===== src/rtl/pc_pkg.sv =====
// Shared types and constants for the PC / next-PC unit.
package pc_pkg;

  typedef enum logic [1:0] {
    BOOT = 2'd0,
    RUN  = 2'd1,
    TRAP = 2'd2
  } pc_state_e;

  localparam logic [31:0] PC_STEP             = 32'd4;
  localparam logic [31:0] PC_RESET_VECTOR_DEF = 32'h0000_0000;
  localparam logic [31:0] PC_TRAP_VECTOR_DEF  = 32'h0000_0100;

  // Instruction fetch is word-granular; only bit 1 can be set by a legal
  // JALR/JAL/branch encoding, so that is the bit that marks a bad target.
  function automatic logic pc_misaligned(input logic [31:0] target);
    return target[1];
  endfunction

endpackage


===== src/rtl/adder_subtractor_32bit.sv =====
// 32-bit two's-complement adder/subtractor with carry-out and signed overflow.
module adder_subtractor_32bit (
  input  logic [31:0] i_a,
  input  logic [31:0] i_b,
  input  logic        i_sub,
  output logic [31:0] o_sum,
  output logic        o_carry,
  output logic        o_overflow
);

  logic [31:0] w_b_eff;
  logic [32:0] w_full;

  assign w_b_eff    = i_b ^ {32{i_sub}};
  assign w_full     = {1'b0, i_a} + {1'b0, w_b_eff} + {32'd0, i_sub};
  assign o_sum      = w_full[31:0];
  assign o_carry    = w_full[32];
  assign o_overflow = (i_a[31] == w_b_eff[31]) && (w_full[31] != i_a[31]);

endmodule


===== src/rtl/pc_next_unit.sv =====
// Program counter, next-PC selection, retired-instruction counter and optional
// misaligned-target trap (built when PC_MISALIGN_TRAP_EN is defined).
module pc_next_unit
  import pc_pkg::*;
#(
  parameter logic [31:0] RESET_VECTOR = PC_RESET_VECTOR_DEF,
  parameter logic [31:0] TRAP_VECTOR  = PC_TRAP_VECTOR_DEF
) (
  input  logic        i_clk,
  input  logic        i_reset,
  input  logic        i_stall,
  input  logic        i_is_branch,
  input  logic        i_br_taken,
  input  logic        i_is_jal,
  input  logic        i_is_jalr,
  input  logic [31:0] i_pc_imm,
  input  logic [31:0] i_alu_data,
  output logic [31:0] o_pc,
  output logic [31:0] o_pc_four,
  output logic        o_pc_vld,
  output logic        o_misalign,
  output logic [31:0] o_epc,
  output logic [31:0] o_instret
);

  // state | meaning
  // BOOT  | post-reset bubble; o_pc = RESET_VECTOR, nothing executing
  // RUN   | o_pc executing; each non-stalled cycle retires one instruction
  // TRAP  | bubble after a misaligned redirect; next PC is TRAP_VECTOR

  pc_state_e   r_state, w_state_nxt;
  logic [31:0] r_pc, w_pc_nxt;
  logic [31:0] r_instret;
  logic        r_pc_vld;
  logic [31:0] w_pc_four;
  logic [31:0] w_redir_tgt;
  logic [31:0] w_run_tgt;
  logic        w_redirect;
  logic        w_retire;
  logic        w_trap;
  logic        w_unused_carry;
  logic        w_unused_ovf;

  adder_subtractor_32bit u_pc_inc (
    .i_a        (r_pc),
    .i_b        (PC_STEP),
    .i_sub      (1'b0),
    .o_sum      (w_pc_four),
    .o_carry    (w_unused_carry),
    .o_overflow (w_unused_ovf)
  );

  // JAL and taken branches share the PC-relative target.
  always_comb begin
    w_redirect  = 1'b0;
    w_redir_tgt = i_pc_imm;
    if (i_is_jalr) begin
      w_redirect  = 1'b1;
      w_redir_tgt = i_alu_data & ~32'h1;
    end else if (i_is_jal || (i_is_branch && i_br_taken)) begin
      w_redirect  = 1'b1;
      w_redir_tgt = i_pc_imm;
    end
  end

`ifdef PC_MISALIGN_TRAP_EN
  assign w_trap    = w_redirect && pc_misaligned(w_redir_tgt);
  assign w_run_tgt = w_redirect ? w_redir_tgt : w_pc_four;
`else
  assign w_trap    = 1'b0;
  assign w_run_tgt = w_redirect ? (w_redir_tgt & ~32'h3) : w_pc_four;
`endif

  always_comb begin
    w_state_nxt = r_state;
    w_pc_nxt    = r_pc;
    w_retire    = 1'b0;
    case (r_state)
      BOOT: w_state_nxt = RUN;
      RUN: begin
        if (!i_stall) begin
          w_retire = 1'b1;
          w_pc_nxt = w_run_tgt;
          if (w_trap) w_state_nxt = TRAP;
        end
      end
`ifdef PC_MISALIGN_TRAP_EN
      TRAP: begin
        w_state_nxt = RUN;
        w_pc_nxt    = TRAP_VECTOR;
      end
`endif
      default: w_state_nxt = BOOT;
    endcase
  end

  always_ff @(posedge i_clk) begin
    if (i_reset) begin
      r_state   <= BOOT;
      r_pc      <= RESET_VECTOR;
      r_pc_vld  <= 1'b0;
      r_instret <= 32'd0;
    end else begin
      r_state  <= w_state_nxt;
      r_pc     <= w_pc_nxt;
      r_pc_vld <= (w_state_nxt == RUN);
      if (w_retire) r_instret <= r_instret + 32'd1;
    end
  end

`ifdef PC_MISALIGN_TRAP_EN
  logic        r_misalign;
  logic [31:0] r_epc;

  always_ff @(posedge i_clk) begin
    if (i_reset) begin
      r_misalign <= 1'b0;
      r_epc      <= 32'd0;
    end else if (w_retire && w_trap) begin
      r_misalign <= 1'b1;
      r_epc      <= r_pc;
    end
  end

  assign o_misalign = r_misalign;
  assign o_epc      = r_epc;
`else
  logic [31:0] w_unused_trap_vec;

  assign w_unused_trap_vec = TRAP_VECTOR;
  assign o_misalign        = 1'b0;
  assign o_epc             = 32'd0;
`endif

  assign o_pc      = r_pc;
  assign o_pc_four = w_pc_four;
  assign o_pc_vld  = r_pc_vld;
  assign o_instret = r_instret;

endmodule

===== config.mk =====
export PLATFORM = sky130hd
export DESIGN_NAME = pc_next_unit
export DESIGN_NICKNAME = d
export VERILOG_FILES = /design/src/rtl/pc_pkg.sv /design/src/rtl/adder_subtractor_32bit.sv /design/src/rtl/pc_next_unit.sv
export SDC_FILE = /design/constraint.sdc
export NUM_CORES = 1
export LEC_CHECK = 0
export BUFFER_PORTS_ARGS = -buffer_cell sky130_fd_sc_hd__buf_2
export CAP_MARGIN = 20
export CELL_PAD_IN_SITES_DETAIL_PLACEMENT = 0
export CELL_PAD_IN_SITES_GLOBAL_PLACEMENT = 1
export CORE_ASPECT_RATIO = 1.25
export CORE_MARGIN = 8
export CORE_UTILIZATION = 30
export CTS_CLUSTER_DIAMETER = 200
export DETAILED_ROUTE_END_ITERATION = 6
export PLACE_DENSITY_LB_ADDON = 0.12
export REMOVE_ABC_BUFFERS = 1
export SLEW_MARGIN = 15
export SYNTH_ARGS = -nofsm -noshare
export SYNTH_HDL_FRONTEND = slang
export SYNTH_SLANG_ARGS = --single-unit

===== constraint.sdc =====
create_clock -name i_clk -period 1.9 [get_ports i_clk]
set_input_delay 0.19 -clock i_clk [delete_from_list [all_inputs] [get_ports i_clk]]
set_output_delay 0.19 -clock i_clk [all_outputs]
set_load 0.01 [all_outputs]

# --- Word level (Yosys, flattened, before mapping) ---
# Cells that the tools add are included.
# Widths: inputs -> output; s select.
op_classes:
  n_addsub: 2
  eq_ne: 2
  mux: 7
  bitwise_logic: 1
  reduce_logical: 4
ops:
  columns: ["operator", "n"]
  rows:
  - ["$mux 32", 2]
  - ["$add 32x1->32 const B", 1]
  - ["$add 32x3->32 const B", 1]
  - ["$eq 2x1->1 const B", 2]
  - ["$mux 1", 4]
  - ["$pmux 2 s2", 1]
  - ["$logic_not 2->1", 1]
  - ["$reduce_and 2->1", 1]
  - ["$logic_and 1x1->1", 1]
  - ["$logic_or 1x1->1", 1]
  - ["$not 1->1", 1]
totals:
  reg_bits: 67
  in_bits: 71
  out_inout_bits: 130
  elab_cells: 20

# --- Longest topological paths before layout ---
# Gate-level depths: netlist of run 1.
logic_depth:
  ltp_word: 5
  ltp_mapped: 8
  ltp_nobuf: 6

# --- By module ---
# From an unflattened synthesis of run 1, not the netlist that was laid out.
hier_totals:
  cells_unflattened: 702
  hier_area_um2: 5571.6
modules_own_cells:
  columns: ["mod", "instances", "cells_per_inst", "area_per_inst_um2", "seq_area_each_um2"]
  rows:
  - ["pc_next_unit", 1, 430, 3503.4, 1341.3]
  - ["adder_subtractor_32bit", 1, 272, 2068.2, 0.0]

# --- Worst setup path before layout of run 1 ---
# OpenSTA, ideal clock, no wires.
synth_timing:
  path_kind: "register -> output"
  startpoint: "register r_pc[5], in the netlist o_pc[5]"
  endpoint: "output o_pc_four[31]"
  arrival_ps: 1743
  required_ps: 1710
  setup_slack_ps: -33
  path_stages_with_launch: 7
  n_path_buf: 2
  cell_sequence: "dfxtp_1 buf_2 nand4_1 buf_2 nor4_1 nand3_1 xnor2_1"
synth_via:
  elab_chain_len: 1
synth_rtl:
  columns: ["item", "line_no", "text"]
  rows:
  - ["start: declaration", "pc_next_unit.sv:32", "logic [31:0] r_pc, w_pc_nxt;"]
  - ["start signal: assignment", "pc_next_unit.sv:105", "r_pc <= w_pc_nxt;"]
  - ["$add 32x3->32", "adder_subtractor_32bit.sv:15", "assign w_full = {1'b0, i_a} + {1'b0, w_b_eff} + {32'd0, i_sub};"]
  - ["end: declaration", "pc_next_unit.sv:19", "output logic [31:0] o_pc_four,"]
# Every way passes these cells.

# --- Worst setup path after layout of run 1 ---
layout_timing:
  startpoint: "register r_pc[17], in the netlist o_pc[17]"
  endpoint: "output o_pc_four[28]"
# Same word-level chain as after synthesis.

==> reports/qor.csv, run 1 <==
stage;metric;value;unit
die;row count;49;
timing;Max Slew Vio Count;0;
setup_path;CP Data Required Time;1.71;ns
timing;period utilization;1.100;
routing;vias per cell;4.830;
timing;RSZ-0062 raised after global routing;true;
status;outcome;finished with violations;
routing;DR vias;4695;
setup_path;arrival time at the worst endpoint;1.90;ns
global_routing;vias in the first global route;4955;
power_and_ir_drop;Pwr Density;545.8;nW/µm²
setup_path;crit-path max FO;3;
clock_tree;TritonCTS buffer count;9;
final_layout;post-route cell area;6579;µm²
global_routing;first-pass GRT wire length;25650;µm
synth;Post-synth EDFFs;0;
synth;sequential cell area fraction in the yosys report;0.2952;
die;Core Footprint;14410;µm²
synth;Mapped Cells;556;
global_routing;global route total overflow;0;
timing;final worst slack;-0.1897;ns
final_layout;share of layout cells above drive strength 1;0.4395;
global_routing;Total GRT Usage;0.1656;
final_layout;Area growth syn-to-layout;49.25;%
clock_tree;Clock Latency Late Sink;0.33;ns
final_layout;Fillers;1472;
synth;Avg Cell Area, Syn;7.928;µm²
final_layout;Nets;862;
synth;top_reg_cell synth;dfxtp_1;
timing;final setup fails;14;
place;placed cell areas;5670;µm²
timing;fmax;478.5;MHz
setup_path;Crit Path Class;flop to primary output;
global_routing;initial antenna violation count;0;
global_routing;largest net degree at the start of global routing;35;
place;Port Buffers;159;
setup_path;CP endpoint kind;primary output;
synth;asr flop ratio synth;0;
place;GP Congestion;0.7805;
timing;final hold vios;0;
final_layout;final antenna diode count;0;
clock_tree;Sink Count;65;
routing;Starting DRT DRC Count;201;
synth;Seq cells post-synth;65;
die;IO Pins;201;
routing;drt first pass iters;4;
status;failing checks;setup timing;
run;max_cap viols;0;
clock_tree;clock-pin slew on the worst setup and hold paths;0.05;ns
timing;Final Critical Period;2.090;ns
routing;Post-Route WL;15970;µm
routing;drt drc;0;
setup_path;Max stage delay on crit path;0.45;ns
setup_path;reg2reg setup slack;0.05;ns
synth;Post-Syn Area;4408;µm²
place;Post-DP HPWL;12070;µm
die;DIE WIDTH;124.4;µm
timing;clk_skew;0.003049;ns
routing;Wirelength per Cell;16.43;µm
clock_tree;Root Driver;clkbuf_16;
die;die area;18850;µm²
setup_path;CP max-delay cell;nor4_4;
setup_path;Critical Path Start Type;flop;
synth;Cell variety after synth;53;
die;die height;151.5;µm
clock_tree;hold-fix buffers at CTS;0;
setup_path;CP Cell Sequence;nand4_1 > nor4_4 > and4_4 > xor2_1 > buf_2;
place;Setup Slack @ Placement;0.04837;ns
power_and_ir_drop;P_leak;3.240;nW
routing;final antenna-violating net count;0;
clock_tree;Clock Path Buffers;2;
die;Initial Util;0.3059;
synth;synth warn;0;
clock_tree;H-tree depth;3;
power_and_ir_drop;maximum VDD drop;357.6;µV
hold_path;worst hold path type;input port to flop;
clock_tree;CTS tree;yes;
[what timing repair did]
action | 4_1_cts | 5_1_grt
setup endpoints to repair | 23 | 31
buffers inserted | 21 | 13
gates resized for setup | 69 | 15
pin swaps | 25 | 22
[report_power, final]
part	internal [W]	switching, W
Clock	0.00114	0.000612
Sequential	0.00138	0.0000165
Combinational	0.000190	0.000249
Total	0.00271	0.000877
[worst max-delay path, delay by kind of cell (launching register included)]
family,cells,cell delay (ns)
buffers and inverters,1,0.14
DFF,1,0.32
xor gates and xnor gates,1,0.13
and+or+nand+nor,3,0.97
[Yosys cell counts (2+ instances only)]
| cell type | instances | area share |
|---|---|---|
| xor2_1 | 30 | 0.060 |
| o21ai_0 | 22 | 0.025 |
| dfxtp_1 | 65 | 0.30 |
| nor3b_1 | 2 | 0.0034 |
| nor3_1 | 11 | 0.012 |
| a31oi_1 | 8 | 0.011 |
| mux2i_1 | 23 | 0.052 |
| buf_4 | 37 | 0.063 |
| nand4b_1 | 4 | 0.0079 |
| clkbuf_1 | 25 | 0.021 |
| or3_1 | 2 | 0.0028 |
| nor4_1 | 11 | 0.016 |
| nand3_1 | 24 | 0.027 |
| a21oi_1 | 25 | 0.028 |
| o22ai_1 | 4 | 0.0057 |
| buf_6 | 3 | 0.0077 |
| nand4_1 | 23 | 0.033 |
| a211o_1 | 2 | 0.0040 |
| and3_1 | 11 | 0.016 |
| ha_1 | 2 | 0.0057 |
| or4_1 | 2 | 0.0034 |
| mux2_2 | 10 | 0.026 |
| and2_1 | 2 | 0.0028 |
| nor2_1 | 74 | 0.063 |
| o211ai_1 | 6 | 0.010 |
| nand3b_1 | 3 | 0.0051 |
| and4_1 | 7 | 0.014 |
| a22oi_1 | 13 | 0.022 |
| xnor2_1 | 29 | 0.058 |
| inv_1 | 7 | 0.0060 |
| nand2_1 | 42 | 0.036 |
| buf_2 | 6 | 0.0068 |
[cell families (layout without fill, tap and decap cells)]
group                    Yosys count  in the layout  share of synthesized area
AO/OA/AOI/OAI                     85             85                     0.1155
AND/OR/NAND/NOR                  232            232                     0.2819
flip-flops                        65             65                     0.2952
other                              1             38                  0.0008507
adder cells (fa/ha/maj)            2              2                   0.005676
multiplexers                      33             33                    0.07777
XOR/XNOR                          59             59                     0.1172
buffers and inverters             79            280                     0.1059
[worst paths after layout]
| kind | from | endpoint | depth (start not counted) |
|---|---|---|---|
| worst max-delay path | o_pc[17]$_SDFFE_PP0P_ | o_pc_four[28] | 5 |
| worst min-delay path | i_reset | o_instret[9]$_SDFFE_PP0P_ | 2 |
| worst max register to register | o_pc[17]$_SDFFE_PP0P_ | o_pc[26]$_SDFFE_PP0P_ | 7 |
| worst min register to register | o_instret[31]$_SDFFE_PP0P_ | o_instret[31]$_SDFFE_PP0P_ | 2 |
[area by class of cell]
type,instances,area [µm²],area share
clock inverters,6,82.58,0.01255
flip-flops and latches,65,1328,0.2018
well taps,178,222.7,0.03385
repair buffers,257,1625,0.2471
inverters,7,26.28,0.003994
clock buffers,10,229.0,0.03480
multi-input cells,449,3065,0.4660
[per-layer routing]
metal / global-route usage / vias to the layer above / wire (µm)
met5: 0 / - / 0
met4: 0.05492 / 0 / 237
met3: 0.04038 / 16 / 817
met2: 0.2986 / 123 / 8235
met1: 0.1885 / 2191 / 6675
li1: - / 2365 / -
[sequential cells by signal (all words and copies together) (netlist names)]
| register | flops |
|---|---|
| o_instret | 32 |
| o_pc | 30 |
| o_pc_vld | 1 |
| r_state | 2 |
[through the flow]
stage | utilization | std cells | power (W) | hold slack, ns | TNS (ns)
2_1_floorplan | - | 521 | 0.001620 | 0.2567 | -28.25
3_3_place_gp | 0.3936 | 925 | 0.001856 | 0.4928 | 0
3_5_place_dp | 0.3936 | 925 | 0.001861 | 0.4994 | 0
4_1_cts | 0.4460 | 962 | 0.003623 | 0.2126 | -1.715
5_1_grt | 0.4566 | 972 | 0.003733 | 0.2470 | -3.367
6_report | 0.4566 | 972 | 0.003591 | 0.2213 | -1.437
[placed cells by master (no fill, tap or decap), drive strengths merged, types with 3 or more instances in the layout]
cell type,netlist,routed
nand4,25,25
o22ai,4,4
nand3b,3,3
nor4,13,13
xor2,30,30
mux2i,23,23
conb,1,38
clkbuf,26,10
and2,3,3
a21oi,25,25
and3,11,11
nor3,13,13
a22oi,13,13
dfxtp,65,65
o211ai,6,6
and4,8,8
o21ai,23,23
buf,46,257
nand2,42,42
xnor2,29,29
a31oi,8,8
inv,7,7
mux2,10,10
nor2,74,74
clkinv,0,3
nand3,24,24
nand4b,4,4
Power figures use the tool's default switching activity.
==> inputs of run 2 (changes only) <==
==> constraint.sdc (replaced) <==
create_clock -name i_clk -period 1.9 [get_ports i_clk]
set_input_delay 0 -clock i_clk [delete_from_list [all_inputs] [get_ports i_clk]]
set_output_delay 0 -clock i_clk [all_outputs]
set_load 0.01 [all_outputs]
==> reports/qor.csv, run 2 (synthesis gave the netlist of run 1 again) <==
stage;metric;value;unit;change
status;outcome;finished with violations;;unchanged
status;failing checks;setup timing;;unchanged
die;die area;18850;µm²;unchanged
clock_tree;Clock Latency Late Sink;0.33;ns;about the same
routing;Wirelength per Cell;16.68;µm;was 16.43 µm
power_and_ir_drop;switch share;0.2475;;was 0.2443
global_routing;global route total overflow;0;;unchanged
hold_path;Worst Hold End;o_instret[13]$_SDFFE_PP0P_;;was o_instret[9]$_SDFFE_PP0P_
timing;final setup fails;5;;was 14
power_and_ir_drop;internal power;0.002589;W;was 0.002714 W
power_and_ir_drop;maximum VDD drop;312.5;µV;was 357.6 µV
final_layout;flip-flop count of the largest register after layout;32;;unchanged
final_layout;most frequent cells in the layout;158 x buf_2, 76 x buf_4, 72 x nor2_1, 49 x dfxtp_1, 39 x nand2_1;;was 159 x buf_2, 81 x buf_4, 71 x nor2_1, 48 x dfxtp_1, 38 x conb_1
place;Post-DP HPWL;12100;µm;was 12070 µm
die;Core Footprint;14410;µm²;unchanged
place;Port Buffers;159;;unchanged
run;max_cap viols;0;;unchanged
final_layout;Area growth syn-to-layout;47.12;%;was 49.25%
die;Initial Util;0.3059;;unchanged
setup_path;CP Buf/Inv Count;2;;was 1
clock_tree;H-tree depth;3;;unchanged
timing;RSZ-0062 raised after global routing;true;;unchanged
clock_tree;Root Driver;clkbuf_16;;unchanged
timing;Max Slew Vio Count;0;;unchanged
routing;drt drc;0;;unchanged
timing;Final Critical Period;1.976;ns;was 2.090 ns
global_routing;Total GRT Usage;0.1610;;was 0.1656
setup_path;CP Cell Sequence;nand4_1 > or3_4 > nor4b_4 > buf_4 > xnor2_2 > buf_2;;was nand4_1 > nor4_4 > and4_4 > xor2_1 > buf_2
setup_path;Crit Path Class;flop to primary output;;unchanged
setup_path;reg2reg setup slack;0.07;ns;was 0.05 ns
power_and_ir_drop;Psw;0.0008515;W;was 0.0008773 W
clock_tree;CTS tree;yes;;unchanged
clock_tree;hold-fix buffers at CTS;0;;unchanged
final_layout;Nets;851;;was 862
place;GP Congestion;0.7704;;was 0.7805
setup_path;crit-path max FO;3;;unchanged
place;placed cell areas;5643;µm²;was 5670 µm²
hold_path;worst hold path type;input port to flop;;unchanged
setup_path;FF-to-FF Start;o_pc[4]$_SDFFE_PP0P_;;was o_pc[17]$_SDFFE_PP0P_
timing;period utilization;1.040;;was 1.100
setup_path;Reg2Reg Depth;8;;was 7
die;DIE WIDTH;124.4;µm;unchanged
global_routing;vias in the first global route;4764;;was 4955
clock_tree;clock-pin slew on the worst setup and hold paths;0.05;ns;about the same
routing;final antenna-violating net count;0;;unchanged
setup_path;CP endpoint kind;primary output;;unchanged
die;row count;49;;unchanged
power_and_ir_drop;Reg power frac;0.407;;was 0.390
die;IO Pins;201;;unchanged
timing;final hold vios;0;;unchanged
routing;Post-Route WL;16030;µm;was 15970 µm
die;die height;151.5;µm;unchanged
timing;clk_skew;0.007795;ns;was 0.003049 ns
global_routing;largest net degree at the start of global routing;35;;unchanged
setup_path;arrival time at the worst endpoint;1.98;ns;was 1.90 ns
timing;final worst slack;-0.07621;ns;was -0.1897 ns
setup_path;CP Data Required Time;1.90;ns;was 1.71 ns
power_and_ir_drop;total chip power;0.003441;W;was 0.003591 W
final_layout;most common cell after layout, fill and taps aside;buf_2;;unchanged
routing;DR vias;4713;;was 4695
clock_tree;Clock Path Buffers;2;;unchanged
final_layout;final antenna diode count;0;;unchanged
power_and_ir_drop;clock share of power;0.467;;was 0.488
final_layout;Non-Filler Instances;961;;was 972
place;placed cell count;923;;was 925
setup_path;Max stage delay on crit path;0.47;ns;was 0.45 ns
clock_tree;TritonCTS buffer count;9;;unchanged
power_and_ir_drop;P_leak;3.155;nW;was 3.240 nW
hold_path;Min-Delay Path Depth;2;;unchanged
routing;vias per cell;4.904;;was 4.830
clock_tree;Sink Count;65;;unchanged
routing;Starting DRT DRC Count;144;;was 201
setup_path;family with the most delay on the worst path;simple AND/OR/NAND/NOR gates;;unchanged
timing;final hold slack;0.08623;ns;was 0.2213 ns
power_and_ir_drop;Pwr Density;530.6;nW/µm²;was 545.8 nW/µm²
global_routing;first-pass GRT wire length;24890;µm;was 25650 µm
setup_path;CP max-delay cell;or3_4;;was nor4_4
final_layout;post-route cell area;6485;µm²;was 6579 µm²
timing;Final TNS setup;-0.2489;ns;was -1.437 ns
timing;fmax;506.0;MHz;was 478.5 MHz
hold_path;hold path startpoint;i_reset;;unchanged
routing;drt first pass iters;4;;unchanged
setup_path;Critical Path Start Type;flop;;unchanged
global_routing;initial antenna violation count;0;;unchanged
power_and_ir_drop;Logic pwr share;0.125;;was 0.122
setup_path;reg-to-reg endpoint;o_pc[22]$_SDFFE_PP0P_;;was o_pc[26]$_SDFFE_PP0P_
final_layout;share of layout cells above drive strength 1;0.4253;;was 0.4395
run 2: worst max path at each step:
stage / startpoint / end / slack [ns] / cells after the start
global route: o_pc[7]$_SDFFE_PP0P_ / o_pc_four[29] / -0.16 / 6
global placement: o_pc[8]$_SDFFE_PP0P_ / o_pc[19]$_SDFFE_PP0P_ / 0.12 / 6
finish: o_pc[5]$_SDFFE_PP0P_ / o_pc_four[29] / -0.08 / 6
detailed placement: o_pc[6]$_SDFFE_PP0P_ / o_pc[19]$_SDFFE_PP0P_ / 0.09 / 6
floorplan: r_state[1]$_SDFF_PP0_ / o_pc[19]$_SDFFE_PP0P_ / -0.91 / 4
CTS: o_pc[5]$_SDFFE_PP0P_ / o_pc_four[29] / -0.06 / 6
run 2: stage by stage:
step | setup WS, ns | utilization
detailed placement | 0.08702 | 0.3917
CTS | -0.06156 | 0.4237
finish | -0.07621 | 0.4501
global placement | 0.1204 | 0.3917
floorplan | -0.9110 | -
global route | -0.1588 | 0.4501
run 2: power by group through the flow:
stage	Sequential [W]	Combinational, W	Clock (W)
finish	0.00140	0.000431	0.00161
global route	0.00140	0.000475	0.00173
CTS	0.00140	0.000426	0.00166
detailed placement	0.00143	0.000422	0
global placement	0.00143	0.000417	0
floorplan	0.00145	0.000174	0
run 2: routing by layer:
layer	routed length (µm)	track usage
met3	876	0.03968
met1	6559	0.1837
met2	8313	0.2897
met4	284	0.05250
met5	0	0
run 2: cell type report:
cell class	instances	area, µm²
clock inverters	2	10.01
well taps	178	222.7
repair buffers	246	1518
fillers	1478	7923
flip-flops and latches	65	1326
inverters	7	26.28
clock buffers	14	284.0
multi-input cells	449	3098
run 2: timing repair:
item                                   4_1_cts  5_1_grt
setup endpoints to repair                   15       19
buffers inserted                             5       16
pin swaps                                    8       19
cloned                                       0        1
endpoints found under the hold margin        0        0
resized for setup                           31       47
==> inputs of run 3 (changes only) <==
REMOVE_ABC_BUFFERS = not set   (was 1)
==> reports/qor.csv, run 3 (synthesis gave the netlist of run 1 again) <==
stage;metric;value;unit;change
setup_path;arrival time at the worst endpoint;1.96;ns;was 1.98 ns
clock_tree;clock-pin slew on the worst setup and hold paths;0.06;ns;was 0.05 ns
timing;period utilization;1.033;;was 1.040
setup_path;CP endpoint kind;primary output;;unchanged
power_and_ir_drop;switch share;0.2608;;was 0.2475
timing;RSZ-0062 raised after global routing;true;;unchanged
die;Initial Util;0.3059;;unchanged
final_layout;flip-flop count of the largest register after layout;32;;unchanged
routing;Starting DRT DRC Count;214;;was 144
global_routing;largest net degree at the start of global routing;49;;was 35
setup_path;CP Cell Sequence;buf_6 > clkinvlp_4 > nor4_4 > buf_4 > nand4_1 > xnor2_1 > buf_2;;was nand4_1 > or3_4 > nor4b_4 > buf_4 > xnor2_2 > buf_2
timing;final worst slack;-0.06175;ns;was -0.07621 ns
routing;DR vias;4745;;was 4713
final_layout;Core Util, Final;0.4412;;was 0.4501
place;placed cell areas;5668;µm²;was 5643 µm²
power_and_ir_drop;Psw;0.0008725;W;was 0.0008515 W
final_layout;most common cell after layout, fill and taps aside;buf_2;;unchanged
power_and_ir_drop;Reg power frac;0.418;;was 0.407
global_routing;first-pass GRT wire length;25560;µm;was 24890 µm
timing;fmax;509.7;MHz;was 506.0 MHz
global_routing;global route total overflow;0;;unchanged
routing;Post-Route WL;16340;µm;was 16030 µm
die;Core Footprint;14410;µm²;unchanged
routing;final antenna-violating net count;0;;unchanged
final_layout;Non-Filler Instances;960;;was 961
setup_path;family with the most delay on the worst path;buffers and inverters;;was simple AND/OR/NAND/NOR gates
place;placed cell count;923;;unchanged
clock_tree;Clock Latency Late Sink;0.33;ns;about the same
clock_tree;Clock Path Buffers;2;;unchanged
setup_path;CP Buf/Inv Count;4;;was 2
routing;drt first pass iters;5;;was 4
clock_tree;Root Driver;clkbuf_16;;unchanged
place;Post-DP HPWL;12260;µm;was 12100 µm
place;Port Buffers;159;;unchanged
setup_path;Max stage delay on crit path;0.36;ns;was 0.47 ns
setup_path;crit-path max FO;6;;was 3
clock_tree;TritonCTS buffer count;9;;unchanged
final_layout;post-route cell area;6356;µm²;was 6485 µm²
routing;drt drc;0;;unchanged
final_layout;Nets;851;;unchanged
run;max_cap viols;0;;unchanged
place;Setup Slack @ Placement;0.08717;ns;was 0.08702 ns
final_layout;most frequent cells in the layout;160 x buf_2, 78 x buf_4, 72 x nor2_1, 50 x dfxtp_1, 38 x conb_1;;was 158 x buf_2, 76 x buf_4, 72 x nor2_1, 49 x dfxtp_1, 39 x nand2_1
final_layout;share of layout cells above drive strength 1;0.4220;;was 0.4253
power_and_ir_drop;maximum VDD drop;307.7;µV;was 312.5 µV
die;row count;49;;unchanged
global_routing;Total GRT Usage;0.1657;;was 0.1610
die;die area;18850;µm²;unchanged
die;DIE WIDTH;124.4;µm;unchanged
die;IO Pins;201;;unchanged
power_and_ir_drop;total chip power;0.003346;W;was 0.003441 W
setup_path;CP max-delay cell;dfxtp_2;;was or3_4
power_and_ir_drop;Logic pwr share;0.129;;was 0.125
status;outcome;finished with violations;;unchanged
power_and_ir_drop;internal power;0.002473;W;was 0.002589 W
setup_path;Crit Path Class;flop to primary output;;unchanged
global_routing;initial antenna violation count;1;;was 0
final_layout;multi-input logic area;3015;µm²;was 3098 µm²
power_and_ir_drop;P_leak;3.074;nW;was 3.155 nW
timing;Max Slew Vio Count;0;;unchanged
clock_tree;CTS tree;yes;;unchanged
setup_path;Critical Path Start Type;flop;;unchanged
timing;final hold vios;0;;unchanged
timing;clk_skew;0.004587;ns;was 0.007795 ns
power_and_ir_drop;Pwr Density;526.4;nW/µm²;was 530.6 nW/µm²
setup_path;CP Data Required Time;1.90;ns;about the same
die;die height;151.5;µm;unchanged
place;GP Congestion;0.8002;;was 0.7704
final_layout;Area growth syn-to-layout;44.20;%;was 47.12%
routing;vias per cell;4.943;;was 4.904
routing;Wirelength per Cell;17.02;µm;was 16.68 µm
final_layout;Fillers;1497;;was 1478
setup_path;reg2reg setup slack;-0.01;ns;was 0.07 ns
clock_tree;Sink Count;65;;unchanged
timing;final setup fails;4;;was 5
clock_tree;hold-fix buffers at CTS;0;;unchanged
power_and_ir_drop;clock share of power;0.453;;was 0.467
timing;Final Critical Period;1.962;ns;was 1.976 ns
global_routing;vias in the first global route;4886;;was 4764
clock_tree;H-tree depth;3;;unchanged
status;failing checks;setup timing;;unchanged
final_layout;sequential standard cell area;1330;µm²;was 1326 µm²
final_layout;final antenna diode count;0;;unchanged
hold_path;worst hold path type;input port to flop;;unchanged
[run 3: changes by cell type in the layout (fill, tap and decap cells not counted), moves of 2 or more]
cell	delta
nand2_1	-4
nor4_2	-2
buf_4	+2
nand2_2	+5
dfxtp_2	-3
dfxtp_4	+2
buf_6	-3
buf_2	+2
nor3_4	-2
xnor2_1	+3
clkinvlp_4	+2
xnor2_4	-3
clkbuf_8	-3
nor4_4	+2
[run 3: worst paths after layout]
check	from	end	cells after the start
worst max register to register	o_pc[12]$_SDFFE_PP0P_	o_pc[26]$_SDFFE_PP0P_	9
worst min register to register	o_instret[31]$_SDFFE_PP0P_	o_instret[31]$_SDFFE_PP0P_	2
worst min-delay path	i_pc_imm[14]	o_pc[14]$_SDFFE_PP0P_	5
worst max-delay path	o_pc[12]$_SDFFE_PP0P_	o_pc_four[26]	7
[run 3: worst register-to-register path, delay by kind of cell, from the launching register on]
family / cells / cell delay, ns
mux: 1 / 0.14
flops: 1 / 0.36
compound gates: 1 / 0.08
buf+inv: 5 / 0.73
simple gates: 2 / 0.48
[run 3: per-layer routing]
metal | track usage | vias up | routed length (µm)
li1 | - | 2334 | -
met1 | 0.1791 | 2243 | 6462
met2 | 0.3085 | 151 | 8648
met3 | 0.05012 | 15 | 1035
met4 | 0.04345 | 2 | 175
met5 | 0 | - | 13
[run 3: per-stage QoR]
step           TNS (ns)  hold slack (ns)
4_1_cts         -0.1750          0.06881
2_1_floorplan         0           0.2682
5_1_grt         -0.9461          0.07883
6_report        -0.1314          0.07057
3_5_place_dp          0           0.4001
3_3_place_gp          0           0.4008
[run 3: power groups by stage]
stage / combinational [W] / sequential (W) / clock (W)
after floorplan: 0.000278 / 0.00144 / 0
after global placement: 0.000421 / 0.00143 / 0
after detailed placement: 0.000424 / 0.00143 / 0
after CTS: 0.000428 / 0.00140 / 0.00155
after global routing: 0.000479 / 0.00140 / 0.00163
final: 0.000432 / 0.00140 / 0.00152
[run 3: repair_timing]
item                                    in CTS  in global routing
pin swaps                                    5                 15
endpoints found under the setup margin      13                 28
cloned                                       0                  1
setup buffers                                5                 16
resized for setup                           15                 48
[run 3: layout make-up]
type	instances	share of cell area
Timing Repair Buffer	246	0.2350
Clock inverter	3	0.002756
Tap cell	178	0.03504
Inverter	7	0.004724
Sequential cell	65	0.2093
Clock buffer	12	0.03878
Multi-Input combinational cell	449	0.4744
